**src/rtl/jam_ctrl_if.sv**
```systemverilog
// Host-side bundle for jam_ctrl: job start, cost-word stream and result handshake.
// The controller takes the slave side; whoever feeds jobs takes the master side.
interface jam_ctrl_if;
  logic       start;
  logic       in_valid;
  logic       in_ready;
  logic [6:0] in_cost;
  logic       res_valid;
  logic       res_ready;
  logic [9:0] res_min_cost;
  logic [3:0] res_match_count;
  logic       res_timeout;
  logic       busy;

  modport master (
    output start, in_valid, in_cost, res_ready,
    input  in_ready, res_valid, res_min_cost, res_match_count, res_timeout, busy
  );

  modport slave (
    input  start, in_valid, in_cost, res_ready,
    output in_ready, res_valid, res_min_cost, res_match_count, res_timeout, busy
  );
endinterface

```
**src/rtl/jam_ctrl.sv**
```systemverilog
// Job controller for the JAM engine: loads a 64-entry cost table, runs the engine
// under a watchdog, and hands the captured result back over a valid/ready handshake.
module jam_ctrl #(
  parameter logic [19:0] TIMEOUT_CYC = 20'd1048575
) (
  input  logic       clk,
  input  logic       rst,
  jam_ctrl_if.slave  host,
  output logic       jam_rst,
  input  logic [2:0] jam_W,
  input  logic [2:0] jam_J,
  output logic [6:0] jam_Cost,
  input  logic [9:0] jam_MinCost,
  input  logic [3:0] jam_MatchCount,
  input  logic       jam_Valid
);

  typedef enum logic [1:0] {IDLE, LOAD, RUN, RESULT} state_t;

  localparam logic [19:0] WD_LAST = TIMEOUT_CYC - 20'd1;

  state_t      state;
  state_t      state_next;
  logic [5:0]  idx;
  logic [19:0] watchdog;
  logic [9:0]  min_cost_q;
  logic [3:0]  match_count_q;
  logic        timeout_q;
  logic [6:0]  cost_table [64];

  logic        in_ready;
  logic        res_valid;
  logic        busy;
  logic        accept;
  logic        expired;

  assign accept  = (state == LOAD) && host.in_valid;
  assign expired = (watchdog == WD_LAST);

  always_ff @(posedge clk or posedge rst) begin
    if (rst) state <= IDLE;
    else     state <= state_next;
  end

  // Status outputs depend on the state register alone, so reset forces them at once.
  always_comb begin
    state_next = state;
    in_ready   = 1'b0;
    res_valid  = 1'b0;
    busy       = 1'b1;
    jam_rst    = 1'b1;
    case (state)
      IDLE: begin
        busy = 1'b0;
        if (host.start) state_next = LOAD;
      end
      LOAD: begin
        in_ready = 1'b1;
        if (host.in_valid && idx == 6'd63) state_next = RUN;
      end
      RUN: begin
        jam_rst = 1'b0;
        if (jam_Valid || expired) state_next = RESULT;
      end
      RESULT: begin
        res_valid = 1'b1;
        if (host.res_ready) state_next = IDLE;
      end
      default: state_next = IDLE;
    endcase
  end

  // On a watchdog abort only the timeout flag moves; the previous costs stay visible.
  always_ff @(posedge clk or posedge rst) begin
    if (rst) begin
      idx           <= '0;
      watchdog      <= '0;
      min_cost_q    <= '0;
      match_count_q <= '0;
      timeout_q     <= 1'b0;
    end else begin
      case (state)
        IDLE: begin
          idx      <= '0;
          watchdog <= '0;
        end
        LOAD: begin
          if (host.in_valid) idx <= idx + 6'd1;
          watchdog <= '0;
        end
        RUN: begin
          watchdog <= watchdog + 20'd1;
          if (jam_Valid) begin
            min_cost_q    <= jam_MinCost;
            match_count_q <= jam_MatchCount;
            timeout_q     <= 1'b0;
          end else if (expired) begin
            timeout_q <= 1'b1;
          end
        end
        default: begin
        end
      endcase
    end
  end

  // The table carries no reset: every job rewrites all 64 entries before RUN.
  always_ff @(posedge clk) begin
    if (accept) cost_table[idx] <= host.in_cost;
  end

  assign jam_Cost             = cost_table[{jam_W, jam_J}];
  assign host.in_ready        = in_ready;
  assign host.res_valid       = res_valid;
  assign host.busy            = busy;
  assign host.res_min_cost    = min_cost_q;
  assign host.res_match_count = match_count_q;
  assign host.res_timeout     = timeout_q;

endmodule

```
**src/flat_wrapper.sv**
```systemverilog
// flat-port wrapper written by rule: the top's interface ports become plain ports
module jam_ctrl_flat 
#(
  parameter logic [19:0] TIMEOUT_CYC = 20'd1048575
)
  (clk, rst, jam_rst, jam_W, jam_J, jam_Cost, jam_MinCost, jam_MatchCount, jam_Valid, host_start, host_in_valid, host_in_cost, host_res_ready, host_in_ready, host_res_valid, host_res_min_cost, host_res_match_count, host_res_timeout, host_busy);
  jam_ctrl_if host_i ();
  input  logic clk;
  input  logic rst;
  output logic jam_rst;
  input  logic [2:0] jam_W;
  input  logic [2:0] jam_J;
  output logic [6:0] jam_Cost;
  input  logic [9:0] jam_MinCost;
  input  logic [3:0] jam_MatchCount;
  input  logic jam_Valid;
  input wire logic [$bits(host_i.start)-1:0] host_start;
  input wire logic [$bits(host_i.in_valid)-1:0] host_in_valid;
  input wire logic [$bits(host_i.in_cost)-1:0] host_in_cost;
  input wire logic [$bits(host_i.res_ready)-1:0] host_res_ready;
  output wire logic [$bits(host_i.in_ready)-1:0] host_in_ready;
  output wire logic [$bits(host_i.res_valid)-1:0] host_res_valid;
  output wire logic [$bits(host_i.res_min_cost)-1:0] host_res_min_cost;
  output wire logic [$bits(host_i.res_match_count)-1:0] host_res_match_count;
  output wire logic [$bits(host_i.res_timeout)-1:0] host_res_timeout;
  output wire logic [$bits(host_i.busy)-1:0] host_busy;
  assign host_i.start = host_start;
  assign host_i.in_valid = host_in_valid;
  assign host_i.in_cost = host_in_cost;
  assign host_i.res_ready = host_res_ready;
  assign host_in_ready = host_i.in_ready;
  assign host_res_valid = host_i.res_valid;
  assign host_res_min_cost = host_i.res_min_cost;
  assign host_res_match_count = host_i.res_match_count;
  assign host_res_timeout = host_i.res_timeout;
  assign host_busy = host_i.busy;
  jam_ctrl #(.TIMEOUT_CYC(TIMEOUT_CYC)) u_core (.clk(clk), .rst(rst), .host(host_i), .jam_rst(jam_rst), .jam_W(jam_W), .jam_J(jam_J), .jam_Cost(jam_Cost), .jam_MinCost(jam_MinCost), .jam_MatchCount(jam_MatchCount), .jam_Valid(jam_Valid));
endmodule
```
**config.mk**
```make
export PLATFORM = sky130hd
export DESIGN_NAME = jam_ctrl_flat
export DESIGN_NICKNAME = d
export VERILOG_FILES = /design/src/rtl/jam_ctrl_if.sv /design/src/rtl/jam_ctrl.sv /design/src/flat_wrapper.sv
export SDC_FILE = /design/constraint.sdc
export NUM_CORES = 1
export LEC_CHECK = 0
export CAP_MARGIN = 0
export CORE_ASPECT_RATIO = 0.9
export CORE_UTILIZATION = 25
export DETAILED_ROUTE_END_ITERATION = 8
export HOLD_SLACK_MARGIN = 0.03
export SYNTH_ARGS = -nofsm -noshare
export SYNTH_HDL_FRONTEND = slang
export SYNTH_SLANG_ARGS = --single-unit
export TNS_END_PERCENT = 30
```
**constraint.sdc**
```tcl
create_clock -name clk -period 5.5 [get_ports clk]
set_clock_uncertainty 0.15 [all_clocks]
set_input_delay 1.65 -clock clk [delete_from_list [all_inputs] [get_ports clk]]
set_output_delay 1.65 -clock clk [all_outputs]
set_load 0.01 [all_outputs]
```
Yosys cells after proc, flatten, opt, wreduce, memory -nomap -nowiden:

Memory sizes are Yosys's and may differ from the RTL's.
Index checks and enable logic that the tools add are counted.

* $add $sub $neg: 2
* eq/ne operators: 10
* muxes and demuxes: 16
* reductions and logical operators: 12

Operator list (number)
* $pmux 20 s2: 1
* $add 20x1->20 const B: 1
* $eq 20x20->1 const B: 1
* $pmux 6 s2: 1
* $mux 1: 8
* $mux 2: 4
* $ne 2x2->1 const B: 4
* $pmux 2 s4: 1
* $add 6x1->6 const B: 1
* $eq 6x6->1 const B: 1
* $mux 6: 1
* $reduce_and 2->1: 3
* $reduce_bool 2->1: 3
* $eq 2x2->1 const B: 2
* $reduce_and 4->1: 1
* $eq 2x1->1 const B: 1
* $logic_and 1x1->1: 2
* $logic_not 2->1: 1
* $ne 2x1->1 const B: 1
* $reduce_or 2->1: 1
* $logic_or 1x1->1: 1

* register bits after elaboration: 43
* memory bits (writable): 448
* input port bits: 33
* output and inout port bits: 26
* memories kept: 1

Memories
* u_core.cost_table: words 64, width 7, read ports 1, clocked after Yosys merged registers in 0, write ports 1, RTL line jam_ctrl.sv:29 `logic [6:0] cost_table [64];`

Longest topological paths before layout:

Gate-level depths: netlist (run 1).

* word-level depth: 4
* mapped depth: 9

Worst setup path after synthesis (run 1):

Ideal clock, no wire load.

* path kind: input -> output
* start: in jam_J[0]
* end: out jam_Cost[1]
* arrival: 3.134 ns
* required time: 3.700 ns
* slack: 0.566 ns
* stages on the path: 7
* cell sequence: buf_6 buf_8 mux4_2 nor2b_1 a2111oi_2 nor3_1 a32o_1

* cells in the longest elaborated chain, start to end: 1

RTL lines
* start, declared: RTL line flat_wrapper.sv:12 `input logic [2:0] jam_J;`
* $mem_v2 64x7
* end, declared: RTL line flat_wrapper.sv:13 `output logic [6:0] jam_Cost;`

Every way passes these cells.

Final worst setup path (run 1):

* start: in jam_J[0]
* end: out jam_Cost[2]

Same word-level chain as after synthesis.

==> results of run 1 <==
-- cell type report --
type	instances	area (um^2)	area share
sequential	491	14530	0.6115
multi-input combinational	467	4807	0.2023
timing repair buffer	150	1521	0.06404
tap	1029	1287	0.05419
clock buffer	58	1260	0.05303
clock inverter	34	305.3	0.01285
inverter	13	48.80	0.002054
-- placed cells by master (no fill, tap or decap), types with 4 or more instances in the layout --
master             n
nor2b_1           10
dlygate4sd2_1      6
nor3_1             8
nand3_1           21
nor2_1            90
edfxtp_1         448
nand3b_1           6
buf_6              8
mux4_2           108
buf_2              8
nand2b_1           6
clkdlybuf4s50_1   40
or2_2              4
o31ai_1            4
mux2i_1           17
clkbuf_16         49
nand4_1            8
ha_1               8
o21ai_1            5
o221ai_1           9
nand2_1           35
clkinvlp_4         6
buf_12            13
clkinv_1          10
xor2_1             8
o22ai_1           11
a31oi_1           10
buf_4             68
mux2_2            17
xnor2_1            7
clkbuf_1           9
o21ai_0            9
a22oi_1            5
inv_1             12
dfrtp_1           43
buf_16             4
and3_1             4
clkinv_2           9
-- cells by family after synthesis --
| logic type | after synthesis |
|---|---|
| flip-flops | 491 |
| XOR/XNOR | 15 |
| adder cells (fa/ha/maj) | 8 |
| AO/OA/AOI/OAI | 93 |
| multiplexers | 142 |
| buffers and inverters | 67 |
| AND/OR/NAND/NOR | 209 |
-- synth_stat cells, types with 5 or more instances --
cell	n	area share
edfxtp_1	448	0.69
a21oi_1	5	0.0013
ha_1	8	0.0051
nand2_1	35	0.0067
o22ai_1	15	0.0048
mux2_2	17	0.0098
buf_4	7	0.0027
xnor2_1	7	0.0031
a22oi_1	7	0.0027
nand4_1	8	0.0026
nor3_1	11	0.0028
nand3_1	23	0.0059
inv_1	13	0.0025
mux2i_1	17	0.0087
nand2b_1	6	0.0019
dfrtp_1	43	0.055
nor2_1	91	0.017
nand3b_1	6	0.0023
o21ai_0	14	0.0036
o221ai_1	11	0.0049
nor2b_1	12	0.0038
xor2_1	8	0.0036
buf_2	11	0.0028
mux4_2	108	0.12
clkbuf_1	26	0.0050
buf_1	5	0.00096
a31oi_1	11	0.0035
-- worst max-delay path by stage --
| stage | start | to | slack [ns] |
|---|---|---|---|
| floorplan | jam_J[0] | jam_Cost[1] | 0.57 |
| global placement | jam_J[0] | jam_Cost[5] | -0.43 |
| detailed placement | jam_J[0] | jam_Cost[5] | -0.45 |
| CTS | jam_J[0] | jam_Cost[0] | -0.10 |
| global route | jam_J[0] | jam_Cost[2] | -0.17 |
| finish | jam_J[0] | jam_Cost[2] | -0.11 |
-- per-layer routing --
| metal | up-vias | track usage |
|---|---|---|
| met3 | 57 | 0.02971 |
| li1 | 4455 | - |
| met2 | 404 | 0.1808 |
| met1 | 5440 | 0.1633 |
| met4 | 0 | 0.02605 |
| met5 | - | 0 |
-- sequential cells by signal, indices dropped and copies added, names as in the netlist --
| signal | flops |
|---|---|
| u_core.host.res_min_cost | 10 |
| u_core.host.res_timeout | 1 |
| u_core.cost_table | 448 |
| u_core.watchdog | 20 |
| u_core.state | 2 |
| u_core.idx | 6 |
| u_core.host.res_match_count | 4 |
-- what timing repair did --
item                                    in CTS  in global routing
buffers inserted                             5                  0
pin swaps                                    3                  2
gates cloned                                 1                  0
endpoints found under the setup margin       7                  4
resized for setup                           48                  7
-- report_power, final --
group | switching [uW] | total (uW) | internal [uW]
sequential | 63.9 | 4230 | 4160
clock | 1490 | 3260 | 1770
combinational | 506 | 938 | 432
total | 2060 | 8420 | 6360
-- metrics by stage --
stage	setup TNS [ns]	instance area (um^2)	worst slack, ns	cells	hold WS [ns]
after detailed placement	-2.550	21890	-0.4470	2144	0.3369
after floorplan	0	19520	0.5661	1025	0.3158
after global placement	-2.649	21890	-0.4303	2144	0.3271
after CTS	-0.2806	23730	-0.1045	2242	0.3558
final	-0.1117	23760	-0.1117	2242	0.3497
after global routing	-0.2283	23760	-0.1689	2242	0.3630
==> metrics.csv, run 1 <==
metric,value,unit
cpPeakStageDelay,0.51,ns
clockRootBuffer,clkbuf_16,
synth_top_family_by_area,multiplexers,
relSlewSlack,0.2185,
syn_area,19520,um^2
period_share,1.020,
slew_viol_final,0,
crit_path_cell_trace,buf_16 > buf_6 > mux4_2 > a31oi_1 > nand3_1 > a22o_1 > clkdlybuf4s50_1,
rrSetupSlack,2.06,ns
first_global_vias,10523,
rows,96,
critical_path_depth,7,
hold_start,u_core.host.res_timeout,
ir_drop,0.0002079,V
reg2reg_from,u_core.state[1],
core,76750,um^2
crit_family,buffers and inverters,
vias,10356,
path_buf_inv,3,
top_layer_used,met4,
synthSimpleGateAreaFrac,0.04947,
endpoint_kind,primary output,
die_y,267.1,um
hold_buffers,0,
rr_worst_depth,6,
cts_made_buffers,49,
finish.utilization,0.3095,
drc,0,
gp_congestion,0.8052,
ys.flop_type,edfxtp_1,
period_minus_slack,5.612,ns
finalSetupViolations,1,
dieArea,79220,um^2
p_total,8422,uW
drtIter0Drc,876,
synth.distinct_cells,53,
syn_inst,1025,
hpwl,29600,um
routedWlPerCell,20.61,um
synthToLayoutAreaGrowth,21.69,%
ys_ff_latch,491,
cts_tree,yes,
top_level_ports,59,
clock_latency,0.59,ns
cp-start-kind,input pin,
cts_max_level,2,
ant_nets,0,
antenna_found_initial,0,
path_max_fanout,12,
p_per_area,354.5,nW/um^2
synth-seq-area-share,0.7442,
synth-compound-area-share,0.03435,
cts_buffer_depth,3,
die_width,296.6,um
drive_gt1_frac,0.2721,
track_usage,0.1166,
dr.pass1.iters,5,
drt-vias-per-instance,4.619,
fillers,7402,
muxShareOfSynthArea,0.1431,
hold_path.class,flop to flop,
holdPathEnd,u_core.host.res_timeout,
required,3.70,ns
fin_nets,1213,
diodes,0,
worst_pin_slew,1.172,ns
critPathArrivalTime,3.81,ns
layout_setup_ws,-0.1117,ns
synth-edff-count,448,
synth_xor_area_frac,0.006729,
overflow,0,
drt-met1-wl,20460,um
path_class,input pin to primary output,
fmax,178.2,MHz
yosysWarnings,0,
p_leak,0.007601,uW
synth.avg_cell_area,19.05,um^2
numPortBuffers,58,
synthArstFlopShare,0.08758,
start_util,0.2544,
status,"finished, violations left",
synth_fa_ha_area_frac,0.005127,
critPathSlowestCell,mux4_2,
reg2reg_to,u_core.cost_table[3][0],
rsz0062_at_grt,yes,
dr_wl_met2,21380,um
holdPathStages,1,
maxCapViolations,0,
grt_max_degree,65,
failed_checks,negative setup slack,
cts.clk_slew.worst_paths,0.06,ns
grt_pass1_wl,68570,um
cts_sinks,491,
dr_wl_met3,3602,um
drt-total-wl,46200,um
hold_viol_final,0,
syn_nets,1066,
Power figures use the tool's default switching activity.
==> run 2, diff against run 1 <==
--- a/config.mk
+++ b/config.mk
@@ -10,6 +10,7 @@
 export CORE_UTILIZATION = 25
 export DETAILED_ROUTE_END_ITERATION = 8
 export HOLD_SLACK_MARGIN = 0.03
+export RECOVER_POWER = 50
 export SYNTH_ARGS = -nofsm -noshare
 export SYNTH_HDL_FRONTEND = slang
 export SYNTH_SLANG_ARGS = --single-unit
==> run 2 against run 1 <==
Net effect:
- the run ends with max-capacitance violations, max-slew violations, negative setup slack left
- sequential share of layout area is 0.074 points higher
- hold slack worse by 0.0019 ns
- clock-buffer cell count unchanged
- clock power barely moved
- first-iteration DRC count is 2.5% higher
- largest cell class unchanged
- largest power group unchanged
- highest routed layer unchanged
==> metrics.csv, run 2 (synthesized netlist as in run 1, its figures left out) <==
metric,value,unit,change
rows,96,,unchanged
cts_buffer_depth,3,,unchanged
vias,10300,,was 10.36k
relSlewSlack,-1.038,,was 0.2185
worst_pin_slew,3.057,ns,was 1.172 ns
placed_area,21890,um^2,unchanged
track_usage,0.1166,,unchanged
layout_common_cells,"448 x edfxtp_1, 108 x mux4_2, 90 x nor2_1",,unchanged
antenna_found_initial,1,,was 0
endpoint_kind,primary output,,unchanged
hold_buffers,0,,unchanged
cts_sinks,491,,unchanged
numPortBuffers,58,,unchanged
top_level_ports,59,,unchanged
fin_nets,1213,,unchanged
drive_gt1_frac,0.2630,,was 0.2721
die_width,296.6,um,unchanged
cts_made_buffers,49,,unchanged
hold_path.class,flop to flop,,unchanged
top_register,u_core.cost_table,,unchanged
path_class,input pin to primary output,,unchanged
path_buf_inv,3,,unchanged
period_minus_slack,5.580,ns,was 5.612 ns
cts.clk_slew.worst_paths,0.06,ns,about the same
drt-vias-per-instance,4.592,,was 4.619
gp_congestion,0.8052,,unchanged
p_per_area,355.2,nW/um^2,was 354.5 nW/um^2
first_global_vias,10523,,unchanged
p_leak,0.007566,uW,was 0.007601 uW
grt_max_degree,65,,unchanged
dieArea,79220,um^2,unchanged
design_area,23730,um^2,was 23760 um^2
drtIter0Drc,898,,was 876
ir_drop,0.0002090,V,was 0.0002079 V
maxCapViolations,8,,was 0
clockRootBuffer,clkbuf_16,,unchanged
rsz0062_at_grt,yes,,unchanged
die_y,267.1,um,unchanged
critPathArrivalTime,3.78,ns,was 3.81 ns
hold_viol_final,0,,unchanged
cts_max_level,2,,unchanged
clock_latency,0.59,ns,about the same
layout_commonest_cell,edfxtp_1,,unchanged
startpoint,jam_J[0],,unchanged
fmax,179.2,MHz,was 178.2 MHz
start_util,0.2544,,unchanged
period_share,1.015,,was 1.020
reg2reg_from,u_core.state[1],,unchanged
routedWlPerCell,20.58,um,was 20.61 um
crit_path_cell_trace,bufbuf_16 > buf_4 > mux4_2 > a22oi_1 > nand3_1 > a22o_1 > clkdlybuf4s50_1,,was buf_16 > buf_6 > mux4_2 > a31oi_1 > nand3_1 > a22o_1 > clkdlybuf4s50_1
largest_reg_flops,448,,unchanged
slew_viol_final,435,,was 0
cpPeakStageDelay,0.52,ns,was 0.51 ns
dr.pass1.iters,7,,was 5
overflow,0,,unchanged
layout_setup_ws,-0.08032,ns,was -0.1117 ns
finalSetupTns,-0.08032,ns,was -0.1117 ns
required,3.70,ns,about the same
status,"finished, violations left",,unchanged
core,76750,um^2,unchanged
drt-total-wl,46150,um,was 46200 um
critPathSlowestCell,mux4_2,,unchanged
finish.utilization,0.3092,,was 0.3095
hold_start,u_core.host.res_timeout,,unchanged
hpwl,29600,um,unchanged
place_ws,-0.4470,ns,unchanged
cts_tree,yes,,unchanged
synthToLayoutAreaGrowth,21.55,%,was 21.69%
path_max_fanout,11,,was 12
cp-start-kind,input pin,,unchanged
ant_nets,0,,unchanged
failed_checks,"max-capacitance violations, max-slew violations, negative setup slack",,was negative setup slack
grt_pass1_wl,68570,um,unchanged
drc,0,,unchanged
finalSetupViolations,1,,unchanged
crit_family,buffers and inverters,,unchanged
## run 2: changes by cell type in the layout (fill, tap and decap cells not counted)
cell / previous run / this run
clkbuf_1: 9 / 20
buf_4: 68 / 61
diode_2: 0 / 1
buf_2: 8 / 4
dlygate4sd3_1: 0 / 3
clkdlybuf4s50_1: 40 / 37
## run 2: worst reg2reg max path, stage by stage, from the launching register on
cell     delay (ns)
dfrtp_1        0.42
inv_1          0.09
ha_1           0.54
nand2_1        0.15
nor2_1         0.28
nand3_1        0.62
nor2_1         0.79
## run 2: worst paths after layout
| kind | endpoint | slack (ns) | depth (start not counted) |
|---|---|---|---|
| min | u_core.host.res_timeout | 0.35 | 1 |
| max in group asynchronous | u_core.watchdog[14] | 1.52 | 3 |
| max reg2reg | u_core.cost_table[51][2] | 2.10 | 6 |
| min reg2reg | u_core.host.res_timeout | 0.35 | 1 |
| min in group asynchronous | u_core.host.res_min_cost[2] | 2.27 | 3 |
| max | jam_Cost[2] | -0.08 | 7 |
## run 2: final cells by class
| cell class | count | area [um^2] |
|---|---|---|
| Tap cell | 1029 | 1287 |
| Clock inverter | 34 | 305.3 |
| Sequential cell | 491 | 14530 |
| Antenna cell | 1 | 2.502 |
| Fill cell | 7411 | 53020 |
| Timing Repair Buffer | 150 | 1490 |
| Inverter | 13 | 48.80 |
| Clock buffer | 58 | 1260 |
| Multi-Input combinational cell | 467 | 4807 |
## run 2: timing repair
action,in CTS,in global routing
pin swaps,3,2
gates cloned,1,0
endpoints found under the setup margin,7,4
setup buffers,5,0
resized for setup,48,7
## run 2: stage by stage
step / cells / total power, uW / hold WS, ns
after CTS: 2242 / 8487 / 0.3558
after detailed placement: 2144 / 5220 / 0.3369
final: 2243 / 8429 / 0.3478
after global routing: 2242 / 8720 / 0.3630
after global placement: 2144 / 5200 / 0.3271
after floorplan: 1025 / 4768 / 0.3158
## run 2: report_power, final
part,total [uW],internal [uW],switching [uW]
registers,4230,4170,63.2
logic,934,429,505
clock network,3260,1770,1490
total,8430,6370,2060
## run 2: metal layers
layer,wire length (um),track usage
met1,20460,0.1633
met2,21300,0.1808
met3,3596,0.02971
met4,794,0.02605
met5,0,0
==> run 3, diff against run 2 <==
--- a/config.mk
+++ b/config.mk
@@ -8,9 +8,12 @@
 export CAP_MARGIN = 0
 export CORE_ASPECT_RATIO = 0.9
 export CORE_UTILIZATION = 25
+export CTS_CLUSTER_SIZE = 10
 export DETAILED_ROUTE_END_ITERATION = 8
 export HOLD_SLACK_MARGIN = 0.03
 export RECOVER_POWER = 50
+export SETUP_SLACK_MARGIN = 0.5
+export SLEW_MARGIN = 20
 export SYNTH_ARGS = -nofsm -noshare
 export SYNTH_HDL_FRONTEND = slang
 export SYNTH_SLANG_ARGS = --single-unit
==> run 3 against run 2 <==
Net effect:
- the flow finishes with violations (max-capacitance violations, max-slew violations)
- register-to-register slack hardly changed
- combinational power grew 3.2%
- first-iteration DRC count is 5.5% higher
- utilization increased by 0.46 points
- design area rose by 1.5%
- routed wire length increased by 2.3%
- critical endpoint is now jam_Cost[1]
- largest cell class unchanged
- largest power group unchanged
==> metrics.csv, run 3 (synthesized netlist as in run 1, its figures left out) <==
metric,value,unit,change
status,"finished, violations left",,unchanged
failed_checks,"max-capacitance violations, max-slew violations",,"was max-capacitance violations, max-slew violations, negative setup slack"
cts_sinks,491,,unchanged
p_leak,0.007705,uW,was 0.007566 uW
hold_slack,0.3476,ns,was 0.3478 ns
cts_made_buffers,56,,was 49
top_register,u_core.cost_table,,unchanged
first_global_vias,10632,,was 10.52k
finalNonFillerCells,2244,,was 2243
p_comb_frac,0.113,,was 0.111
layout_common_cells,"448 x edfxtp_1, 108 x mux4_2, 90 x nor2_1",,unchanged
grt_max_degree,65,,unchanged
finalSetupViolations,0,,was 1
clock_latency,0.61,ns,was 0.59 ns
period_share,0.9473,,was 1.015
path_class,input pin to primary output,,unchanged
drt-vias-per-instance,4.646,,was 4.592
start_util,0.2544,,unchanged
reg2reg_to,u_core.cost_table[3][1],,was u_core.cost_table[51][2]
largest_reg_flops,448,,unchanged
reg2reg_from,u_core.state[1],,unchanged
p_sw_frac,0.2386,,was 0.2447
die_y,267.1,um,unchanged
ant_nets,0,,unchanged
maxCapViolations,8,,unchanged
dr.pass1.iters,5,,was 7
seq_power_share,0.498,,was 0.502
cts_tree,yes,,unchanged
die_width,296.6,um,unchanged
dieArea,79220,um^2,unchanged
multiInputGateArea,4921,um^2,was 4807 um^2
diodes,0,,was 1
fillers,7375,,was 7411
relSlewSlack,-1.111,,was -1.038
cell_internal_pwr,6484,uW,was 6366 uW
rr_worst_depth,6,,unchanged
track_usage,0.1189,,was 0.1166
endpoint_kind,primary output,,unchanged
drt-total-wl,47200,um,was 46150 um
grt_pass1_wl,69780,um,was 68570 um
hpwl,29600,um,unchanged
hold_buffers,0,,unchanged
ir_drop,0.0002524,V,was 0.0002090 V
rsz0062_at_grt,yes,,unchanged
gp_congestion,0.8052,,unchanged
top_level_ports,59,,unchanged
holdPathStages,1,,unchanged
worst_pin_slew,3.166,ns,was 3.057 ns
hold_path.class,flop to flop,,unchanged
fin_nets,1236,,was 1213
antenna_found_initial,1,,unchanged
clockRootBuffer,clkbuf_16,,unchanged
total_switching_power,2032,uW,was 2063 uW
drtIter0Drc,947,,was 898
cp-start-kind,input pin,,unchanged
seq_area,14530,um^2,unchanged
fmax,191.9,MHz,was 179.2 MHz
drc,0,,unchanged
rrSetupSlack,2.09,ns,was 2.10 ns
holdPathEnd,u_core.host.res_timeout,,unchanged
dp_cells,2144,,unchanged
required,3.70,ns,about the same
p_per_area,353.6,nW/um^2,was 355.2 nW/um^2
layout_commonest_cell,edfxtp_1,,unchanged
slew_viol_final,435,,unchanged
cts_max_level,2,,unchanged
clockPowerShare,0.389,,was 0.387
period_minus_slack,5.210,ns,was 5.580 ns
overflow,0,,unchanged
hold_start,u_core.host.res_timeout,,unchanged
numPortBuffers,58,,unchanged
synthToLayoutAreaGrowth,23.37,%,was 21.55%
vias,10426,,was 10.30k
finalSetupTns,0,ns,was -0.08032 ns
drive_gt1_frac,0.2831,,was 0.2630
rows,96,,unchanged
cts_buffer_depth,3,,unchanged
critPathArrivalTime,3.41,ns,was 3.78 ns
routedWlPerCell,21.03,um,was 20.58 um
core,76750,um^2,unchanged
p_total,8516,uW,was 8429 uW
path_max_fanout,5,,was 11
hold_viol_final,0,,unchanged
cts.clk_slew.worst_paths,0.06,ns,about the same
finish.utilization,0.3138,,was 0.3092
-- run 3: power groups by stage --
stage,registers [uW],logic [uW],clock network [uW]
final,4240,964,3310
after global routing,4250,1040,3520
after CTS,4230,971,3390
after detailed placement,4300,918,0
after global placement,4300,903,0
after floorplan,4320,452,0
-- run 3: through the flow --
stage          cell area (um^2)  setup WS, ns
6_report                  24090        0.2901
5_1_grt                   24090        0.2504
4_1_cts                   24030        0.2841
3_5_place_dp              21890       -0.4470
3_3_place_gp              21890       -0.4303
2_1_floorplan             19520        0.5661
-- run 3: final cells by class --
class / count / area share
inverters: 13 / 0.002026
well taps: 1029 / 0.05345
flip-flops and latches: 491 / 0.6032
repair buffers: 166 / 0.07127
multi-input cells: 467 / 0.2043
clock inverters: 6 / 0.004623
clock buffers: 72 / 0.06109
-- run 3: per-layer routing --
layer | vias to the layer above | GRT usage | routed length, um
li1 | 4476 | - | -
met5 | - | 0 | 0
met3 | 82 | 0.03286 | 3648
met4 | 0 | 0.03483 | 1153
met1 | 5466 | 0.1633 | 20750
met2 | 402 | 0.1826 | 21650
-- run 3: worst max path at each step --
stage             start           to  cells past startpoint
6_report       jam_J[0]  jam_Cost[1]                      8
2_1_floorplan  jam_J[0]  jam_Cost[1]                      7
4_1_cts        jam_J[0]  jam_Cost[0]                      9
5_1_grt        jam_J[0]  jam_Cost[5]                      9
3_3_place_gp   jam_J[0]  jam_Cost[5]                      8
3_5_place_dp   jam_J[0]  jam_Cost[5]                      8
-- run 3: worst max-delay path, cell delays in order --
cell and delay (ns):
buf_16 0.13, buf_8 0.12, buf_16 0.12, mux4_2 0.48
nor2b_1 0.15, a211o_1 0.29, a32o_2 0.32, buf_6 0.13
-- run 3: repair_timing --
item | in CTS | in global routing
buffers inserted | 15 | 2
setup endpoints to repair | 7 | 7
pin swaps | 18 | 9
gates cloned | 4 | 1
gates resized for setup | 102 | 7
